### src/rtl/cam_capture.sv
`timescale 1ns / 1ps
// Camera capture stage: synchronizes the camera bus into clk, pairs bytes into 16-bit
// pixels, decimates the frame by 2**DEC_LOG2 per axis and emits frame RAM write strokes.
module cam_capture #(
  parameter int unsigned XCLK_HALF = 1,
  parameter int unsigned DEC_LOG2  = 2,
  parameter int unsigned OUT_DIM   = 128,
  localparam int unsigned AddrW    = $clog2(OUT_DIM)
) (
  input  logic               clk_i,
  input  logic               rst_ni,
  input  logic               pclk_i,
  input  logic               href_i,
  input  logic               vref_i,
  input  logic [7:0]         digital_i,
  input  logic               run_i,
  output logic               xclk_o,
  output logic [15:0]        pixel_o,
  output logic [2*AddrW:0]   wraddr_o,
  output logic               wren_o,
  output logic               frame_done_o,
  output logic               busy_o
);

  localparam int unsigned XcntW = (XCLK_HALF > 1) ? $clog2(XCLK_HALF) : 1;
  localparam logic [9:0] DecMask = 10'((1 << DEC_LOG2) - 1);

  typedef enum logic [1:0] {StIdle, StWaitBlank, StArmed, StCapture} state_e;

  // xclk divider
  logic [XcntW-1:0] xcnt_q, xcnt_d;
  logic             xclk_q, xclk_d;

  // Synchronizer stages, bit order {vref, href, pclk}; stage 3 is the previous sample.
  logic [2:0] sync1_q, sync2_q, sync3_q;
  logic [7:0] dig1_q, dig2_q;

  // Registered edge events, aligned with byte_q
  logic       pclk_rise_q, href_q, href_fall_q, vref_q, vref_rise_q, vref_fall_q;
  logic [7:0] byte_q;

  // Capture core
  state_e             state_q, state_d;
  logic [9:0]         x_cnt_q, x_cnt_d, y_cnt_q, y_cnt_d;
  logic               phase_q, phase_d;
  logic [7:0]         hi_q, hi_d;
  logic [15:0]        pixel_q, pixel_d;
  logic [2*AddrW:0]   wraddr_q, wraddr_d;
  logic               wren_q, wren_d, fd_q, fd_d;
  logic [9:0]         x_sh, y_sh;
  logic               keep;

  // Free-running master clock divider, independent of capture state.
  always_comb begin
    xclk_d = xclk_q;
    xcnt_d = xcnt_q + XcntW'(1);
    if (xcnt_q == XcntW'(XCLK_HALF - 1)) begin
      xcnt_d = '0;
      xclk_d = ~xclk_q;
    end
  end

  // Input synchronizers and registered edge detection.
  always_ff @(posedge clk_i or negedge rst_ni) begin
    if (!rst_ni) begin
      xcnt_q      <= '0;
      xclk_q      <= 1'b0;
      sync1_q     <= '0;
      sync2_q     <= '0;
      sync3_q     <= '0;
      dig1_q      <= '0;
      dig2_q      <= '0;
      pclk_rise_q <= 1'b0;
      href_q      <= 1'b0;
      href_fall_q <= 1'b0;
      vref_q      <= 1'b0;
      vref_rise_q <= 1'b0;
      vref_fall_q <= 1'b0;
      byte_q      <= '0;
    end else begin
      xcnt_q      <= xcnt_d;
      xclk_q      <= xclk_d;
      sync1_q     <= {vref_i, href_i, pclk_i};
      sync2_q     <= sync1_q;
      sync3_q     <= sync2_q;
      dig1_q      <= digital_i;
      dig2_q      <= dig1_q;
      pclk_rise_q <= sync2_q[0] & ~sync3_q[0];
      href_q      <= sync2_q[1];
      href_fall_q <= ~sync2_q[1] & sync3_q[1];
      vref_q      <= sync2_q[2];
      vref_rise_q <= sync2_q[2] & ~sync3_q[2];
      vref_fall_q <= ~sync2_q[2] & sync3_q[2];
      byte_q      <= dig2_q;
    end
  end

  assign x_sh = x_cnt_q >> DEC_LOG2;
  assign y_sh = y_cnt_q >> DEC_LOG2;
  assign keep = ((x_cnt_q & DecMask) == '0) && ((y_cnt_q & DecMask) == '0) &&
                (x_sh < 10'(OUT_DIM)) && (y_sh < 10'(OUT_DIM));

  // Frame FSM, byte pairing and decimation; vref_rise wins over any data event.
  always_comb begin
    state_d  = state_q;
    x_cnt_d  = x_cnt_q;
    y_cnt_d  = y_cnt_q;
    phase_d  = phase_q;
    hi_d     = hi_q;
    pixel_d  = pixel_q;
    wraddr_d = wraddr_q;
    wren_d   = 1'b0;
    fd_d     = 1'b0;
    case (state_q)
      StIdle: begin
        if (run_i) state_d = StWaitBlank;
      end
      StWaitBlank: begin
        if (vref_q) state_d = StArmed;
      end
      StArmed: begin
        if (vref_fall_q) begin
          state_d = StCapture;
          x_cnt_d = '0;
          y_cnt_d = '0;
          phase_d = 1'b0;
        end
      end
      StCapture: begin
        if (vref_rise_q) begin
          fd_d    = 1'b1;
          state_d = run_i ? StArmed : StIdle;
        end else if (href_fall_q) begin
          // A dangling first byte of a pair is dropped here.
          y_cnt_d = (y_cnt_q == 10'h3FF) ? y_cnt_q : y_cnt_q + 10'd1;
          x_cnt_d = '0;
          phase_d = 1'b0;
        end else if (pclk_rise_q && href_q) begin
          if (!phase_q) begin
            hi_d    = byte_q;
            phase_d = 1'b1;
          end else begin
            phase_d = 1'b0;
            x_cnt_d = (x_cnt_q == 10'h3FF) ? x_cnt_q : x_cnt_q + 10'd1;
            if (keep) begin
              wren_d   = 1'b1;
              pixel_d  = {hi_q, byte_q};
              wraddr_d = {1'b0, y_sh[AddrW-1:0], x_sh[AddrW-1:0]};
            end
          end
        end
      end
      default: state_d = StIdle;
    endcase
  end

  // Capture state and registered write-port outputs.
  always_ff @(posedge clk_i or negedge rst_ni) begin
    if (!rst_ni) begin
      state_q  <= StIdle;
      x_cnt_q  <= '0;
      y_cnt_q  <= '0;
      phase_q  <= 1'b0;
      hi_q     <= '0;
      pixel_q  <= '0;
      wraddr_q <= '0;
      wren_q   <= 1'b0;
      fd_q     <= 1'b0;
    end else begin
      state_q  <= state_d;
      x_cnt_q  <= x_cnt_d;
      y_cnt_q  <= y_cnt_d;
      phase_q  <= phase_d;
      hi_q     <= hi_d;
      pixel_q  <= pixel_d;
      wraddr_q <= wraddr_d;
      wren_q   <= wren_d;
      fd_q     <= fd_d;
    end
  end

  assign xclk_o       = xclk_q;
  assign pixel_o      = pixel_q;
  assign wraddr_o     = wraddr_q;
  assign wren_o       = wren_q;
  assign frame_done_o = fd_q;
  assign busy_o       = (state_q == StArmed) || (state_q == StCapture);

endmodule

### config.mk
export PLATFORM = sky130hd
export DESIGN_NAME = cam_capture
export DESIGN_NICKNAME = d
export VERILOG_FILES = /design/src/rtl/cam_capture.sv
export SDC_FILE = /design/constraint.sdc
export NUM_CORES = 1
export LEC_CHECK = 0
export ABC_CLOCK_PERIOD_IN_PS = 5150
export CORE_ASPECT_RATIO = 1.25
export CORE_MARGIN = 2
export CORE_UTILIZATION = 55
export DETAILED_ROUTE_END_ITERATION = 12
export DONT_BUFFER_PORTS = 1
export GPL_ROUTABILITY_DRIVEN = 0
export PLACE_DENSITY = 0.7
export SETUP_SLACK_MARGIN = 0.3
export SYNTH_ARGS = -nofsm -noshare
export SYNTH_HDL_FRONTEND = slang
export SYNTH_SLANG_ARGS = --single-unit
### constraint.sdc
create_clock -name clk_i -period 5.15 [get_ports clk_i]
set_input_delay 0.515 -clock clk_i [delete_from_list [all_inputs] [get_ports clk_i]]
set_output_delay 0.515 -clock clk_i [all_outputs]
set_load 0.02 [all_outputs]
==> summary.txt, run 1 <==
Run status
  • Status: complete, no violations

Detailed routing
  • Antenna Nets Post-Route: 0
  • Starting DRT DRC Count: 113
  • Routed vias/inst: slightly below 6
  • DRC: 0
  • Drt total wl: about 6400 µm
  • Post-DR wirelength/cell: about 17 µm
  • Vias: ~2,200
  • DR pass1 iterations: 4

Worst setup path
  • Worst Setup Path Type: flip-flop to flip-flop
  • Worst setup SP type: flip-flop
  • Worst setup path start: state_q[1]
  • Crit path DAT: 2.67 ns
  • Worst r2r src: state_q[1]
  • Reg-to-reg endpoint: x_cnt_q[2]
  • Critical Path Sink: x_cnt_q[2]
  • Reg-to-reg slack, setup: approximately 2.7 ns
  • CP max FO: 12
  • R2R cell count: 5
  • Crit path capture type: flip-flop
  • WP data required: ~5.4 ns

Floorplan
  • Die Ht: between 90 and 100 µm
  • Die Width: 80.2 µm
  • Initial Utilization: 0.569
  • Core area: approximately 7000 µm²
  • # rows: 34
  • Die area: 7970 µm²
  • I/O Pins: between 40 and 50

Logic synthesis
  • FF+latch count, synth: 101
  • EDFF count, synth: 0
  • Predominant post-synthesis flop cell: dfrtp_1
  • Mapped Cells: ~290
  • YS warnings: 0
  • Largest family of logic cells by synthesized area: multiplexers
  • Mapped cell area: 4000 µm²
  • Adder-cell share of the synthesized area: 0.0125
  • Syn avg cell area: 13.8 µm²
  • Seq/Total Area, Yosys: 0.632
  • Compound-gate portion of the synthesized area: 0.0836
  • Async set or reset register ratio after synthesis: 1.00
  • Mux cell area share after synthesis: 0.139
  • Syn nets: ~310
  • Yosys cell types: 45
  • XOR/XNOR Fraction of Synth Area: 0
  • Synth Area in Simple Gates: 0.101

CTS
  • CTS sink cnt: a little over 100
  • CTS buffer count: 9
  • Max clock buf depth: 2
  • Worst skew pair latency: 0.35 ns
  • Htree depth: 3
  • CTS resizes: 0
  • TritonCTS clock tree: done
  • Post-CTS Hold Fix Bufs: 1
  • CTS clk-pin slew, worst paths: around 0.10 ns
  • Post-CTS Repair Setup Buffers: 0
  • CTS root buf: clkbuf_8

Pwr
  • Overall power: about 1.6 mW
  • Psw: between 0.5 and 0.6 mW
  • Int Pwr: ~1.1 mW
  • Switching Fraction: 0.305
  • Combinational power share: 0.145
  • VDD IR-drop max: roughly 0.00033 V
  • Clock power share: 0.278
  • Leakage power: between 2 and 2.5 nW
  • Pwr Density: slightly below 400 nW/µm²
  • Sequential fraction of design power: 0.578

Timing
  • Final Hold Vio Count: 0
  • Relative slew slack: 0.406
  • Worst Max-Slew Pin Slew: between 0.8 and 0.9 ns
  • Setup tns final: 0 ns
  • Fin crit share: 0.475
  • Hold Slack: between 0.08 and 0.09 ns
  • Highest Clock Rate: just over 400 MHz
  • Final slew viol count: 0
  • Final Critical Period: 2.44 ns
  • Count of final setup violators: 0
  • Clock Skew: 0.00729 ns
  • RSZ-0062 raised after global routing: false

GRT
  • First-pass GRT wire length: ~11,000 µm
  • Gr ovfl total: 0
  • Number of global-route vias before repair: roughly 2,200
  • GR Util All Layers: 0.177
  • Antenna violations before repair: 0
  • Largest net degree at the start of global routing: just over 100

Finish
  • Final Cell Area: between 4000 and 5000 µm²
  • Cell Count, Final, Fillers Out: 385
  • Share of layout cells above drive strength 1: 0.200
  • Nets: approximately 310
  • Synth-to-layout area growth: 6.26%
  • Layout fillers: between 500 and 600
  • # diodes: 0

Placement
  • Placed cell areas: between 4000 and 5000 µm²
  • Post-DP HPWL: about 4300 µm
  • Dpl cells: roughly 370
  • IO Port Bufs: 0

Run
  • Maximum Capacitance Violations: 0

Min path
  • Hold Crit Class: primary input to asynchronous set/reset pin
[metrics by stage]
step	util	setup slack, ns
floorplan	-	3.24
global placement	0.575	2.83
detailed placement	0.575	2.77
CTS	0.605	2.74
global route	0.605	2.48
finish	0.605	2.71
[Yosys cell counts (all sizes together), types with 6 or more instances]
library cell / count / area [µm²]
nor2b: 6 / 37.5
nand3: 11 / 60.1
a21oi: 7 / 35.0
nor2: 6 / 22.5
o21ai: 12 / 60.1
dfrtp: 101 / 2530
nand2: 14 / 52.6
mux2: 38 / 537
o31ai: 10 / 75.1
a31oi: 9 / 56.3
inv: 11 / 41.3
buf: 7 / 62.6
[cell type report]
class                           count  area, µm²  area share
Clock buffer                       10        128      0.0301
Clock inverter                      6       56.3      0.0133
Inverter                           11       41.3     0.00972
Multi-Input combinational cell    165       1350       0.317
Sequential cell                   101       2530       0.595
Tap cell                           90        113      0.0265
Timing Repair Buffer                2       35.0     0.00825
[power groups by stage]
stage / Combinational (mW) / Clock [mW] / Sequential, mW
floorplan: 0.208 / 0 / 0.933
global placement: 0.216 / 0 / 0.966
detailed placement: 0.223 / 0 / 0.969
CTS: 0.240 / 0.476 / 0.953
global route: 0.272 / 0.511 / 0.970
finish: 0.238 / 0.458 / 0.953
[cells in the final DEF, fill, tap and decap left out, types with 3 or more instances in the layout]
cell | Yosys | final
nor2b_1 | 6 | 6
a31oi_1 | 9 | 9
and4_1 | 4 | 4
nand3_1 | 10 | 10
inv_1 | 11 | 11
nor3_1 | 4 | 4
o31ai_1 | 10 | 10
o41ai_1 | 3 | 3
mux2_2 | 9 | 9
o21ai_0 | 11 | 11
dfrtp_1 | 101 | 101
and3_1 | 5 | 5
nand2_1 | 14 | 14
clkbuf_8 | 0 | 9
a21oi_1 | 7 | 7
ha_1 | 4 | 4
or4_1 | 3 | 3
mux2_4 | 29 | 29
clkinv_4 | 0 | 3
nor2_1 | 6 | 6
nand2b_1 | 3 | 3
[kinds of logic (layout without fill, tap and decap cells)]
logic type,after synthesis,after routing
fa+ha+maj,4,4
compound gates,51,51
buf+inv,23,29
other cells,1,1
flops,101,101
mux,40,40
simple gates,69,69
[flip-flops by register name, indices dropped and copies added, names as in the netlist]
name	flops
pixel_o	16
wraddr_o	14
x_cnt_q	10
y_cnt_q	10
byte_q	8
dig1_q	8
dig2_q	8
hi_q	8
sync1_q	3
sync2_q	3
sync3_q	3
state_q	2
frame_done_o	1
href_fall_q	1
pclk_rise_q	1
phase_q	1
vref_fall_q	1
vref_rise_q	1
wren_o	1
xclk_o	1
[layer usage]
| layer | GRT usage | wire length [µm] | vias up |
|---|---|---|---|
| li1 | - | - | 1050 |
| met1 | 0.228 | 2880 | 1107 |
| met2 | 0.283 | 3170 | 61 |
| met4 | 0.0665 | 80 | 0 |
| met5 | 0 | 0 | - |
| met3 | 0.0535 | 295 | 8 |
[worst max-delay path: stages, from the launching register on]
cell and delay, ns:
dfrtp_1 0.64, nand3b_1 0.33, nor4_1 0.80, buf_4 0.28
or3_1 0.18, o21ai_0 0.10
[how the worst min path moves through the flow]
stage                      start           to  slack (ns)  cells after the start
after global placement    rst_ni   pixel_o[3]        0.22                      0
after floorplan           rst_ni    byte_q[0]        0.22                      0
final                     rst_ni  pixel_o[12]        0.09                      1
after global routing      rst_ni   pixel_o[7]        0.10                      1
after detailed placement  rst_ni   pixel_o[2]        0.22                      0
after CTS                 rst_ni      hi_q[5]        0.09                      1
Note: power is estimated with default switching activity, not from simulation.
==> run 2, diff against run 1 <==
Settings changed: ABC_CLOCK_PERIOD_IN_PS 5150 to 2300.
Clock period 5.15 ns to 2.3 ns, I/O delays scaled along.
==> summary.txt, run 2 (synthesis gave the netlist of run 1 again) <==
Run status
  • Status: finished, violations left
  • Failing checks: negative hold slack

Timing
  • Relative slew slack: 0.589
  • Setup tns final: 0 ns
  • Final Hold Vio Count: approximately 100
  • Final Critical Period: just under 2 ns
  • Clock Skew: 0.00901 ns
  • Count of final setup violators: 0
  • Worst Max-Slew Pin Slew: between 0.6 and 0.7 ns
  • RSZ-0062 raised after global routing: true
  • Hold Slack: -0.455 ns
  • Highest Clock Rate: approximately 510 MHz
  • Final slew viol count: 0
  • Fin crit share: 0.856

GRT
  • Antenna violations before repair: 0
  • Largest net degree at the start of global routing: about 100
  • Number of global-route vias before repair: 2,397
  • GR Util All Layers: 0.192
  • Gr ovfl total: 0
  • First-pass GRT wire length: between 10,000 and 15,000 µm

CTS
  • CTS buffer count: 9
  • TritonCTS clock tree: done
  • CTS clk-pin slew, worst paths: approximately 0.1 ns
  • CTS root buf: clkbuf_8
  • Htree depth: 3
  • Post-CTS Hold Fix Bufs: 12
  • CTS sink cnt: 101
  • Max clock buf depth: 2
  • Worst skew pair latency: ~0.36 ns

Worst setup path
  • Reg-to-reg slack, setup: around 0.33 ns
  • Crit path capture type: flip-flop
  • Worst setup SP type: flip-flop
  • WP data required: about 2.6 ns
  • Worst r2r src: state_q[0]
  • Worst Setup Path Type: flip-flop to flip-flop
  • Reg-to-reg endpoint: pixel_o[2]
  • R2R cell count: 5
  • CP max FO: 8
  • Crit path DAT: between 2 and 2.5 ns

Detailed routing
  • DRC: 0
  • Post-DR wirelength/cell: 17.5 µm
  • Antenna Nets Post-Route: 0
  • Starting DRT DRC Count: 154
  • Routed vias/inst: 5.75
  • Vias: 2,368
  • DR pass1 iterations: 4
  • Drt total wl: just over 7000 µm

Floorplan
  • Die area: ~8000 µm²
  • # rows: 34
  • Initial Utilization: 0.569
  • Die Ht: between 90 and 100 µm
  • I/O Pins: 49
  • Die Width: 80.2 µm
  • Core area: around 7000 µm²

Run
  • Maximum Capacitance Violations: 0

Placement
  • Post-DP HPWL: 4310 µm
  • IO Port Bufs: 0

Finish
  • Share of layout cells above drive strength 1: 0.258
  • # diodes: 0
  • Post-Route Utilization: 0.646
  • Most frequent cells in the layout: dfrtp_1 (99), mux2_4 (29), nand2_1 (14), buf_4 (14), dlygate4sd3_1 (12)
  • Nets: ~340
  • Commonest non-fill, non-tap cell in the layout: dfrtp_1
  • Max reg flops: 16
  • Synth-to-layout area growth: 13.5%

Pwr
  • Leakage power: 2.19 nW
  • Pwr Density: a little under 900 nW/µm²
  • VDD IR-drop max: 0.000471 V

Min path
  • Hold Crit Class: primary input to asynchronous set/reset pin
==> run 2: cell type report <==
| type | instances | area, µm² |
|---|---|---|
| clock buffer | 9 | 124 |
| clock inverter | 7 | 82.6 |
| tap | 90 | 113 |
| multi-input combinational | 166 | 1380 |
| timing repair buffer | 28 | 270 |
| inverter | 11 | 41.3 |
| sequential | 101 | 2530 |
| fill | 519 | 2480 |
==> run 2: where the power goes <==
| part | switching, mW | internal (mW) | leakage [nW] | total [mW] |
|---|---|---|---|---|
| sequential | 0.162 | 1.94 | 1.30 | 2.10 |
| clock | 0.645 | 0.520 | 0.103 | 1.17 |
| combinational | 0.381 | 0.330 | 0.786 | 0.711 |
==> run 2: worst max path at each step <==
stage                       end  slack, ns        start
floorplan            pixel_o[0]       0.39  href_fall_q
global placement    pixel_o[14]       0.19   state_q[0]
detailed placement  pixel_o[13]       0.10   state_q[0]
CTS                 wraddr_o[3]       0.30   x_cnt_q[0]
global route         x_cnt_q[6]       0.25   x_cnt_q[0]
finish               pixel_o[2]       0.33   state_q[0]
==> run 2: timing repair <==
action | in CTS | in global routing
setup endpoints to repair | 32 | 33
resized for setup | 3 | 6
endpoints found under the hold margin | 113 | 101
gates cloned | 1 | 1
buffers inserted | 1 | 8
pin swaps | 1 | 3
==> run 2: metal layers <==
layer  share of wire  up-vias  wire [µm]  GRT usage
met5               0        -          0          0
met2            0.47       85       3400      0.299
met1            0.46     1168       3290      0.258
met4           0.020        0        144     0.0639
li1                -     1099          -          -
met3           0.053       16        383     0.0590
==> run 2: per-stage QoR <==
stage               std cells  setup slack, ns  hold slack (ns)  total power, mW  instance area [µm²]
global placement          373            0.187          -0.0635             2.70                 4070
global route              412            0.253           -0.486             4.20                 4540
detailed placement        373            0.102          -0.0632             2.72                 4070
CTS                       403            0.300           -0.467             3.90                 4440
finish                    412            0.331           -0.455             3.98                 4540
floorplan                 289            0.394          -0.0656             2.55                 4000
==> run 2: worst max-delay path, cell delays in order, from the launching register on <==
cell and delay (ns):
dfrtp_2 0.43, and3b_1 0.22, nand3_2 0.12, or4b_4 0.59, clkbuf_16 0.21, mux2_4 0.30
==> run 3, diff against run 2 <==
Settings changed: CTS_BUF_LIST set to sky130_fd_sc_hd__clkbuf_2.
==> summary.txt, run 3 (synthesis gave the netlist of run 1 again) <==
Run status
  • Status: finished, violations left
  • Failing checks: negative hold slack

Finish
  • Max reg flops: 16
  • Final Cell Area: between 4000 and 5000 µm²
  • # diodes: 0
  • Layout fillers: between 500 and 600
  • Cell Count, Final, Fillers Out: just over 400
  • Most frequent cells in the layout: dfrtp_1 (98), mux2_4 (29), nand2_1 (14)
  • Synth-to-layout area growth: 10.9%
  • Share of layout cells above drive strength 1: 0.248
  • Nets: roughly 330
  • Commonest non-fill, non-tap cell in the layout: dfrtp_1

Pwr
  • Overall power: 3.67 mW
  • VDD IR-drop max: ~0.00045 V
  • Pwr Density: slightly above 800 nW/µm²
  • Leakage power: ~2.2 nW

Floorplan
  • I/O Pins: between 40 and 50
  • Core area: 7020 µm²
  • Die area: around 8000 µm²
  • Die Width: 80.2 µm
  • Die Ht: slightly below 100 µm
  • # rows: 34
  • Initial Utilization: 0.569

Worst setup path
  • Worst setup path start: href_fall_q
  • Worst path slowest cell: or4b_4
  • Crit path DAT: approximately 2.5 ns
  • Critical Path Sink: pixel_o[2]
  • R2R cell count: 5
  • WP data required: about 2.8 ns
  • CP max FO: 8
  • Worst setup SP type: flip-flop
  • Crit path cell chain: and3b_1 > nand3_2 > or4b_4 > clkbuf_16 > mux2_4
  • Worst Setup Path Type: flip-flop to flip-flop
  • Worst r2r src: href_fall_q
  • Crit path capture type: flip-flop
  • Reg-to-reg endpoint: pixel_o[2]
  • Critical Path Max Stage Delay: slightly below 0.6 ns
  • Reg-to-reg slack, setup: around 0.31 ns

Detailed routing
  • Drt total wl: around 7000 µm
  • Vias: 2,348
  • Antenna Nets Post-Route: 0
  • Routed vias/inst: between 5 and 6
  • DRC: 0
  • Post-DR wirelength/cell: 17.1 µm
  • DR pass1 iterations: 4
  • Starting DRT DRC Count: around 130

Timing
  • Clock Skew: 0.0240 ns
  • Setup tns final: 0 ns
  • Final Critical Period: between 1.5 and 2 ns
  • Relative slew slack: 0.591
  • Final Hold Vio Count: about 100
  • Highest Clock Rate: 504 MHz
  • Fin crit share: 0.863
  • RSZ-0062 raised after global routing: true
  • Count of final setup violators: 0
  • Worst Max-Slew Pin Slew: around 0.61 ns
  • Final slew viol count: 0
  • Hold Slack: -0.681 ns

CTS
  • Htree depth: 3
  • Max clock buf depth: 2
  • CTS buffer count: 9
  • Post-CTS Hold Fix Bufs: 12
  • Worst skew pair latency: about 0.54 ns
  • CTS clk-pin slew, worst paths: between 0.2 and 0.3 ns
  • CTS root buf: clkbuf_2
  • TritonCTS clock tree: done
  • CTS sink cnt: ~100

GRT
  • Antenna violations before repair: 0
  • Gr ovfl total: 0
  • Largest net degree at the start of global routing: about 100
  • First-pass GRT wire length: ~12,000 µm
  • Number of global-route vias before repair: approximately 2,400
  • GR Util All Layers: 0.189

Placement
  • Placed cell areas: roughly 4100 µm²
  • Post-DP HPWL: approximately 4300 µm
  • IO Port Bufs: 0
  • Dpl cells: 373

Min path
  • Hold Crit Class: primary input to asynchronous set/reset pin

Run
  • Maximum Capacitance Violations: 0
==> run 3: report_power, final <==
group / internal, mW / switching, mW
sequential: 1.95 / 0.151
clock: 0.270 / 0.613
combinational: 0.302 / 0.384
==> run 3: final cells by class <==
type | count | area [µm²] | area share
timing repair buffer | 25 | 245 | 0.0553
inverter | 11 | 41.3 | 0.00932
sequential | 101 | 2530 | 0.571
multi-input combinational | 166 | 1370 | 0.310
tap | 90 | 113 | 0.0254
clock buffer | 9 | 45.0 | 0.0102
clock inverter | 7 | 82.6 | 0.0186
==> run 3: worst max-delay path: cells and delay by family (launching register included) <==
kind          cells  cell delay, ns
flops             1            0.44
buf+inv           1            0.20
mux               1            0.30
simple gates      3            0.97
==> run 3: stage by stage <==
| step | util | worst slack, ns |
|---|---|---|
| 2_1_floorplan | - | 0.394 |
| 3_3_place_gp | 0.580 | 0.187 |
| 3_5_place_dp | 0.580 | 0.102 |
| 4_1_cts | 0.622 | 0.294 |
| 5_1_grt | 0.631 | 0.244 |
| 6_report | 0.631 | 0.315 |
==> run 3: routing by layer <==
| metal | wire length (µm) | GRT usage | vias up |
|---|---|---|---|
| li1 | - | - | 1094 |
| met2 | 3330 | 0.292 | 78 |
| met4 | 110 | 0.0652 | 0 |
| met1 | 3180 | 0.256 | 1164 |
| met3 | 354 | 0.0563 | 12 |
| met5 | 0 | 0 | - |
==> run 3: how the worst min path moves through the flow <==
| stage | cells past startpoint | startpoint | to | slack (ns) |
|---|---|---|---|---|
| floorplan | 0 | rst_ni | byte_q[0] | -0.07 |
| finish | 0 | rst_ni | pixel_o[11] | -0.68 |
| detailed placement | 0 | rst_ni | pixel_o[6] | -0.06 |
| CTS | 0 | rst_ni | pixel_o[6] | -0.73 |
| global route | 0 | rst_ni | pixel_o[6] | -0.78 |
| global placement | 0 | rst_ni | xclk_o | -0.06 |
==> run 3: timing repair <==
item,in CTS,in global routing
pin swaps,2,1
gates cloned,1,1
setup buffers,2,4
hold endpoints to repair,114,101
setup endpoints to repair,32,32
resized for setup,3,5
